--- src/rtl/gpr_sequencer.sv ---
// Control sequencer for the GPR datapath: fetch, decode, execute and memory phases.
// Strobes are decoded combinationally from the current state, IR, MRDY and COND.
//
// state    | meaning
// ---------+---------------------------------------------------------------
// S_IDLE   | after reset, waiting for RUN
// S_FETCH  | read instruction at R7, load IR, increment PC
// S_DECODE | one cycle for IR to settle; branch on opcode
// S_EXEC   | single-cycle register operation (ALU/BR/JR/LI)
// S_MEM    | data memory access (LOAD/STORE), waits on MRDY
// S_HALT   | stopped by HALT opcode, RUN resumes at FETCH
// S_FAULT  | reserved opcode or memory timeout, sticky until reset
module gpr_sequencer #(
    parameter int MEM_TIMEOUT = 255
) (
    input  logic        CLK,
    input  logic        RESET_N,
    input  logic [15:0] IR,
    input  logic        MRDY,
    input  logic        COND,
    input  logic        RUN,
    output logic        IRLD,
    output logic        MREQ,
    output logic        MWE,
    output logic        REA,
    output logic        REA7,
    output logic        REB,
    output logic        RED2B,
    output logic        WED,
    output logic        WE7,
    output logic [1:0]  DSEL,
    output logic        HALTED,
    output logic        FAULT
);

    localparam int CW = (MEM_TIMEOUT < 1) ? 1 : $clog2(MEM_TIMEOUT + 1);

    localparam logic [2:0] OP_ALU   = 3'b000;
    localparam logic [2:0] OP_LOAD  = 3'b001;
    localparam logic [2:0] OP_STORE = 3'b010;
    localparam logic [2:0] OP_BR    = 3'b011;
    localparam logic [2:0] OP_JR    = 3'b100;
    localparam logic [2:0] OP_LI    = 3'b101;
    localparam logic [2:0] OP_RSVD  = 3'b110;
    localparam logic [2:0] OP_HALT  = 3'b111;

    localparam logic [1:0] DS_ALU = 2'd0;
    localparam logic [1:0] DS_MEM = 2'd1;
    localparam logic [1:0] DS_INC = 2'd2;
    localparam logic [1:0] DS_IMM = 2'd3;

    typedef enum logic [2:0] {
        S_IDLE,
        S_FETCH,
        S_DECODE,
        S_EXEC,
        S_MEM,
        S_HALT,
        S_FAULT
    } state_t;

    state_t          r_state;
    logic [CW-1:0]   r_cnt;
    logic [2:0]      w_op;
    logic            w_timeout;
    logic            w_unused;

    assign w_op      = IR[15:13];
    assign w_timeout = (r_cnt == CW'(MEM_TIMEOUT));
    // Register fields are routed straight to the register file, not used here.
    assign w_unused  = ^IR[12:0];

    // The wait counter is only non-zero inside FETCH/MEM; every exit clears it,
    // so each entry into a memory phase starts from zero.
    always_ff @(posedge CLK or negedge RESET_N) begin
        if (!RESET_N) begin
            r_state <= S_IDLE;
            r_cnt   <= '0;
        end else begin
            case (r_state)
                S_IDLE: begin
                    if (RUN) r_state <= S_FETCH;
                end
                S_FETCH, S_MEM: begin
                    if (MRDY) begin
                        r_cnt   <= '0;
                        r_state <= (r_state == S_FETCH) ? S_DECODE : S_FETCH;
                    end else if (w_timeout) begin
                        r_cnt   <= '0;
                        r_state <= S_FAULT;
                    end else begin
                        r_cnt   <= r_cnt + CW'(1);
                    end
                end
                S_DECODE: begin
                    case (w_op)
                        OP_ALU, OP_BR, OP_JR, OP_LI: r_state <= S_EXEC;
                        OP_LOAD, OP_STORE:           r_state <= S_MEM;
                        OP_RSVD:                     r_state <= S_FAULT;
                        OP_HALT:                     r_state <= S_HALT;
                        default:                     r_state <= S_FAULT;
                    endcase
                end
                S_EXEC: r_state <= S_FETCH;
                S_HALT: begin
                    if (RUN) r_state <= S_FETCH;
                end
                S_FAULT: r_state <= S_FAULT;
                default: r_state <= S_FAULT;
            endcase
        end
    end

    always_comb begin
        IRLD   = 1'b0;
        MREQ   = 1'b0;
        MWE    = 1'b0;
        REA    = 1'b0;
        REA7   = 1'b0;
        REB    = 1'b0;
        RED2B  = 1'b0;
        WED    = 1'b0;
        WE7    = 1'b0;
        DSEL   = DS_ALU;
        HALTED = 1'b0;
        FAULT  = 1'b0;
        case (r_state)
            S_FETCH: begin
                REA7 = 1'b1;
                MREQ = 1'b1;
                if (MRDY) begin
                    IRLD = 1'b1;
                    WE7  = 1'b1;
                    DSEL = DS_INC;
                end
            end
            S_EXEC: begin
                case (w_op)
                    OP_ALU: begin
                        REA = 1'b1;
                        REB = 1'b1;
                        WED = 1'b1;
                    end
                    OP_BR: begin
                        REA7 = 1'b1;
                        DSEL = DS_IMM;
                        WE7  = COND;
                    end
                    OP_JR: begin
                        REA = 1'b1;
                        WE7 = 1'b1;
                    end
                    OP_LI: begin
                        WED  = 1'b1;
                        DSEL = DS_IMM;
                    end
                    default: ;
                endcase
            end
            S_MEM: begin
                case (w_op)
                    OP_LOAD: begin
                        REA  = 1'b1;
                        MREQ = 1'b1;
                        if (MRDY) begin
                            WED  = 1'b1;
                            DSEL = DS_MEM;
                        end
                    end
                    OP_STORE: begin
                        REA   = 1'b1;
                        RED2B = 1'b1;
                        MREQ  = 1'b1;
                        MWE   = 1'b1;
                    end
                    default: ;
                endcase
            end
            S_HALT:  HALTED = 1'b1;
            S_FAULT: FAULT  = 1'b1;
            default: ;
        endcase
    end

endmodule

--- config.mk ---
export PLATFORM = sky130hd
export DESIGN_NAME = gpr_sequencer
export DESIGN_NICKNAME = d
export VERILOG_FILES = /design/src/rtl/gpr_sequencer.sv
export SDC_FILE = /design/constraint.sdc
export NUM_CORES = 1
export LEC_CHECK = 0
export ABC_AREA = 1
export BUFFER_PORTS_ARGS = -buffer_cell sky130_fd_sc_hd__buf_4
export CAP_MARGIN = 10
export CORE_MARGIN = 4
export CORE_UTILIZATION = 51
export CTS_BUF_LIST = sky130_fd_sc_hd__clkbuf_8
export DETAILED_ROUTE_END_ITERATION = 10
export HOLD_SLACK_MARGIN = 0.12
export PLACE_DENSITY = 0.93
export SYNTH_ARGS = -nofsm -noshare
export SYNTH_HDL_FRONTEND = slang
export SYNTH_SLANG_ARGS = --single-unit
--- constraint.sdc ---
create_clock -name CLK -period 1.52 [get_ports CLK]
set_input_delay 0.228 -clock CLK [delete_from_list [all_inputs] [get_ports CLK]]
set_output_delay 0.228 -clock CLK [all_outputs]
set_load 0.02 [all_outputs]
Word level (Yosys, flattened, before mapping)
Memories as Yosys holds them, arrays and structs flattened.
Cells that the tools add are included.
- memories: 1
- bits in registers: 11
- output and inout port bits: 13
- bits in read-only memories: 24
- logic and storage cells: 58
- bits of input ports: 21
- muxes and demuxes: 31
- equal/unequal tests: 14
- reduce and logical (&&, ||, !) cells: 9
- add/subtract/negate cells: 1
- memory list (name ; depth ; bits a word ; read ports ; clocked after memory_dff ; wr ports ; RTL line ; text):
    (name not given) ; 8 ; 3 ; 1 ; 0 ; 0 ; 96 ; case (w_op)
- operators with widths (cell ; count):
    8-bit 2-to-1 mux ; 2
    3-bit == test, second input constant ; 5
    1-bit 2-to-1 mux ; 15
    3-bit by 2-bit == test with 1-bit output, second input constant ; 4
    1-bit one-hot mux with 2 select lines ; 6
    3-bit one-hot mux with 4 select lines ; 1
    2-bit OR reduction ; 6
    3-bit 2-to-1 mux ; 3
    8-bit by 1-bit adder with 8-bit output, second input constant ; 1
    8-bit == test, second input constant ; 1
    3-bit by 1-bit == test with 1-bit output, second input constant ; 2
    3-bit logical NOT ; 2
    2-bit 2-to-1 mux ; 3
    2-bit one-hot mux with 3 select lines ; 1
    3-bit inequality test, second input constant ; 1
    2-bit by 1-bit inequality test with 1-bit output, second input constant ; 1
    2-bit AND reduction ; 1

Depth between registers and ports, before layout
- word-level depth: 4
- depth in mapped cells: 8
- depth with buffers taken out: 8

Worst setup path before layout
No wires, ideal clock.
- kind: reg2out
- start: register r_state[0]
- end: output MREQ
- arrival time: 1.304 ns
- required time: 1.292 ns
- setup slack: -0.012 ns
- stages on the path, launching flop included: 7
- path buffers: 1
- cell sequence: dfrtp_1 -> buf_6 -> nor2_2 -> nand2_2 -> nor2_1 -> a31oi_1 -> nand2_1
- cells in the longest elaborated chain, start to end: 2
- elaborated cells between the ends (all ways): 3
- classes of those cells: eq/ne: 2; mux: 1
- RTL lines (element ; RTL line ; text):
    start: declaration ; 62 ; state_t r_state;
    start signal: assignment ; 87 ; r_state <= (r_state == S_FETCH) ? S_DECODE : S_FETCH;
    3-bit == test / 3-bit by 1-bit == test with 1-bit output (equally long branches) ; 127 ; case (r_state)
    1-bit one-hot mux with 2 select lines (*) ; 127 ;
    end: declaration ; 23 ; output logic MREQ,
Every way passes the cells marked *; elsewhere a longest branch is shown, timed or not.

Final worst setup path
- start: register r_state[2]
- end: output DSEL[1]
- cells in the longest elaborated chain, start to end: 2
- elaborated cells between the ends (all ways): 4
- classes of those cells: eq/ne: 3; mux: 1
- RTL lines (element ; RTL line ; text):
    3-bit == test (tied with other cells) ; 127 ;
    2-bit one-hot mux with 3 select lines (*) ; 127 ;
    end: declaration ; 31 ; output logic [1:0] DSEL,
Marked as above.

==> results.json <==
{
  "syn-num-nets": 164,
  "dp_hpwl_um": 1795,
  "netlist_instances": 135,
  "fin_cells": 192,
  "area_growth_pct": 42.07,
  "clk_pin_slew_worst_paths_ns": 0.05,
  "dr.first_iter.drc_count": 38,
  "clk_path_buf_depth": 2,
  "ys_seq_elements": 11,
  "synth-async-reset-ratio_pct": 100.0,
  "vias_per_cell": 5.182,
  "ys_top_cells_by_area": "dfrtp_1 (30%), nand2_1 (18%), ha_1 (11%)",
  "totalWireLength_um": 2550,
  "fin_area_um2": 1323,
  "io_buffers": 20,
  "final_util_pct": 76.59,
  "setup_ws_ns": -0.06839,
  "rsz0062_at_grt": "yes",
  "powerDensity_nw_per_um2": 488.1,
  "synth_edf_count": 0,
  "seq_area_um2": 277.8,
  "grtUsageTotal_pct": 20.27,
  "dpl_cell_area_um2": 1119,
  "ant_nets": 0,
  "die-width_um": 50.73,
  "fin_crit_sh_pct": 104.5,
  "grt_antenna_before_repair": 0,
  "post-place-cells": 181,
  "p_total_mw": 0.6455,
  "dieArea_um2": 2573,
  "startpoint_type": "flip-flop",
  "violations": "setup timing",
  "routedWlPerCell_um": 13.28,
  "crit_type": "flip-flop to output pin",
  "synth_top_cell_area_share_pct": 29.57,
  "yosysSeqAreaShare_pct": 29.57,
  "grt_pass1_vias": 941,
  "cp_max_fo": 2,
  "cp.arrival_ns": 1.36,
  "synthFlopType": "dfrtp_1",
  "cts_root_buf": "clkbuf_8",
  "drv_cap": 0,
  "core_um2": 1727,
  "drtPass1Iterations": 4,
  "fin_nets": 197,
  "grt_max_degree": 12,
  "hold_class": "input port to async pin",
  "setup_violations": 6,
  "p_leak_nw": 0.7374,
  "hold_viol_final": 0,
  "num_rows": 15,
  "synth_common_cells": "nand2_1 (45), inv_1 (14), nand3_1 (12)",
  "synth_largest_area_cell": "dfrtp_1",
  "drive_gt1_share_pct": 32.93,
  "max_freq_mhz": 629.6,
  "io_pins": 34,
  "synthMostInstantiatedCell": "nand2_1",
  "multi_input_area_um2": 649.4,
  "worstPathRequired_ns": 1.29,
  "clkSinkCount": 11,
  "grt_pass1_wl_um": 3967,
  "worstMarginPinSlew_ns": 0.2833,
  "start_util_pct": 53.91,
  "yosysWarnings": 0,
  "grt.overflow.total": 0,
  "syn_avg_cell_area_um2": 6.896,
  "diodes": 0,
  "cts_buffers": 3,
  "finalMaxSlewViolations": 0,
  "maxSlewHeadroom_pct": 81.04,
  "ir_drop_uv": 447.9,
  "die_h_um": 50.73,
  "via_count": 995,
  "worstSkewPairLatency_ns": 0.24,
  "drc": 0,
  "htree_levels": 1,
  "gp_congestion": 0.8534,
  "synth_area_um2": 930.9,
  "status": "complete, but fails checks",
  "cp-end-kind": "output pin",
  "synth_cell_type_count": 27,
  "finalSetupTns_ns": -0.2878,
  "layout_min_cycle_time_ns": 1.588,
  "fin_skew_ns": 0.0005930,
  "fillers": 131,
  "cts_tree": "done"
}
==> metrics by stage <==
stage	setup WS [ns]	hold slack, ns
2_1_floorplan	0.07579	-0.06759
3_3_place_gp	0.1279	0.06460
3_5_place_dp	0.08914	0.06842
4_1_cts	-0.05168	0.3646
5_1_grt	-0.1274	0.3709
6_report	-0.06839	0.3611
==> per-layer routing <==
metal / wire [um] / global-route usage (%) / up-vias
met5: 0 / 0 / -
met4: 52 / 5.381 / 0
met3: 77 / 2.671 / 6
met2: 1439 / 40.65 / 23
met1: 982 / 21.61 / 467
li1: - / - / 499
==> worst paths after layout <==
check	start	to	slack, ns	cells past startpoint
worst max-delay path	r_state[2]	DSEL[1]	-0.07	7
min in group CLK	RUN	r_state[2]	0.38	5
worst min register to register	r_cnt[0]	r_cnt[0]	0.54	1
max in group asynchronous	RESET_N	r_state[1]	1.00	2
worst max register to register	r_cnt[0]	r_state[0]	0.16	8
worst min-delay path	RESET_N	r_cnt[7]	0.36	2
==> worst max-delay path: stages (launching register included) <==
cell and delay (ns):
dfrtp_1 0.40, inv_2 0.08, nand2_2 0.07, nor2_4 0.11, o21a_1 0.16, o21ai_2 0.07
o21ai_1 0.08, buf_4 0.16
==> cells by family after synthesis <==
logic type	share of synthesized area, %
and+or+nand+nor	37.90
buffers and inverters	8.871
AOI/OAI and AO/OA	10.08
DFF	29.57
adders and majority gates	10.75
xor gates and xnor gates	2.823
==> cell type report <==
class	count	share of cell area, %
multi-input cells	105	49.10
well taps	25	2.365
repair buffers	30	18.92
clock inverters	1	0.2838
clock buffers	3	3.122
inverters	17	5.203
flip-flops and latches	11	21.00
==> report_power, final <==
group | switching, mW | internal, mW
combinational | 0.0370 | 0.0226
sequential | 0 | 0.293
clock | 0.115 | 0.178
==> cell usage in the layout, fill, tap and decap left out, types with 6 or more instances in the layout <==
cell type,netlist,routed
nand2_1,45,40
nand2_2,2,6
nand3_1,12,12
dfrtp_1,11,9
nor2_1,8,7
ha_1,8,8
buf_6,1,6
inv_1,14,14
buf_4,1,23
o21ai_1,5,7
==> registers in the layout, indices dropped and copies added (netlist names) <==
signal	cells
r_cnt	8
r_state	3
==> what timing repair did <==
item | CTS | global route
setup buffers | 4 | 2
hold buffers | 1 | 0
pin swaps | 8 | 7
endpoints found under the setup margin | 6 | 9
resized for setup | 19 | 10
hold endpoints to repair | 11 | 0
(Power assumes the default switching activity.)
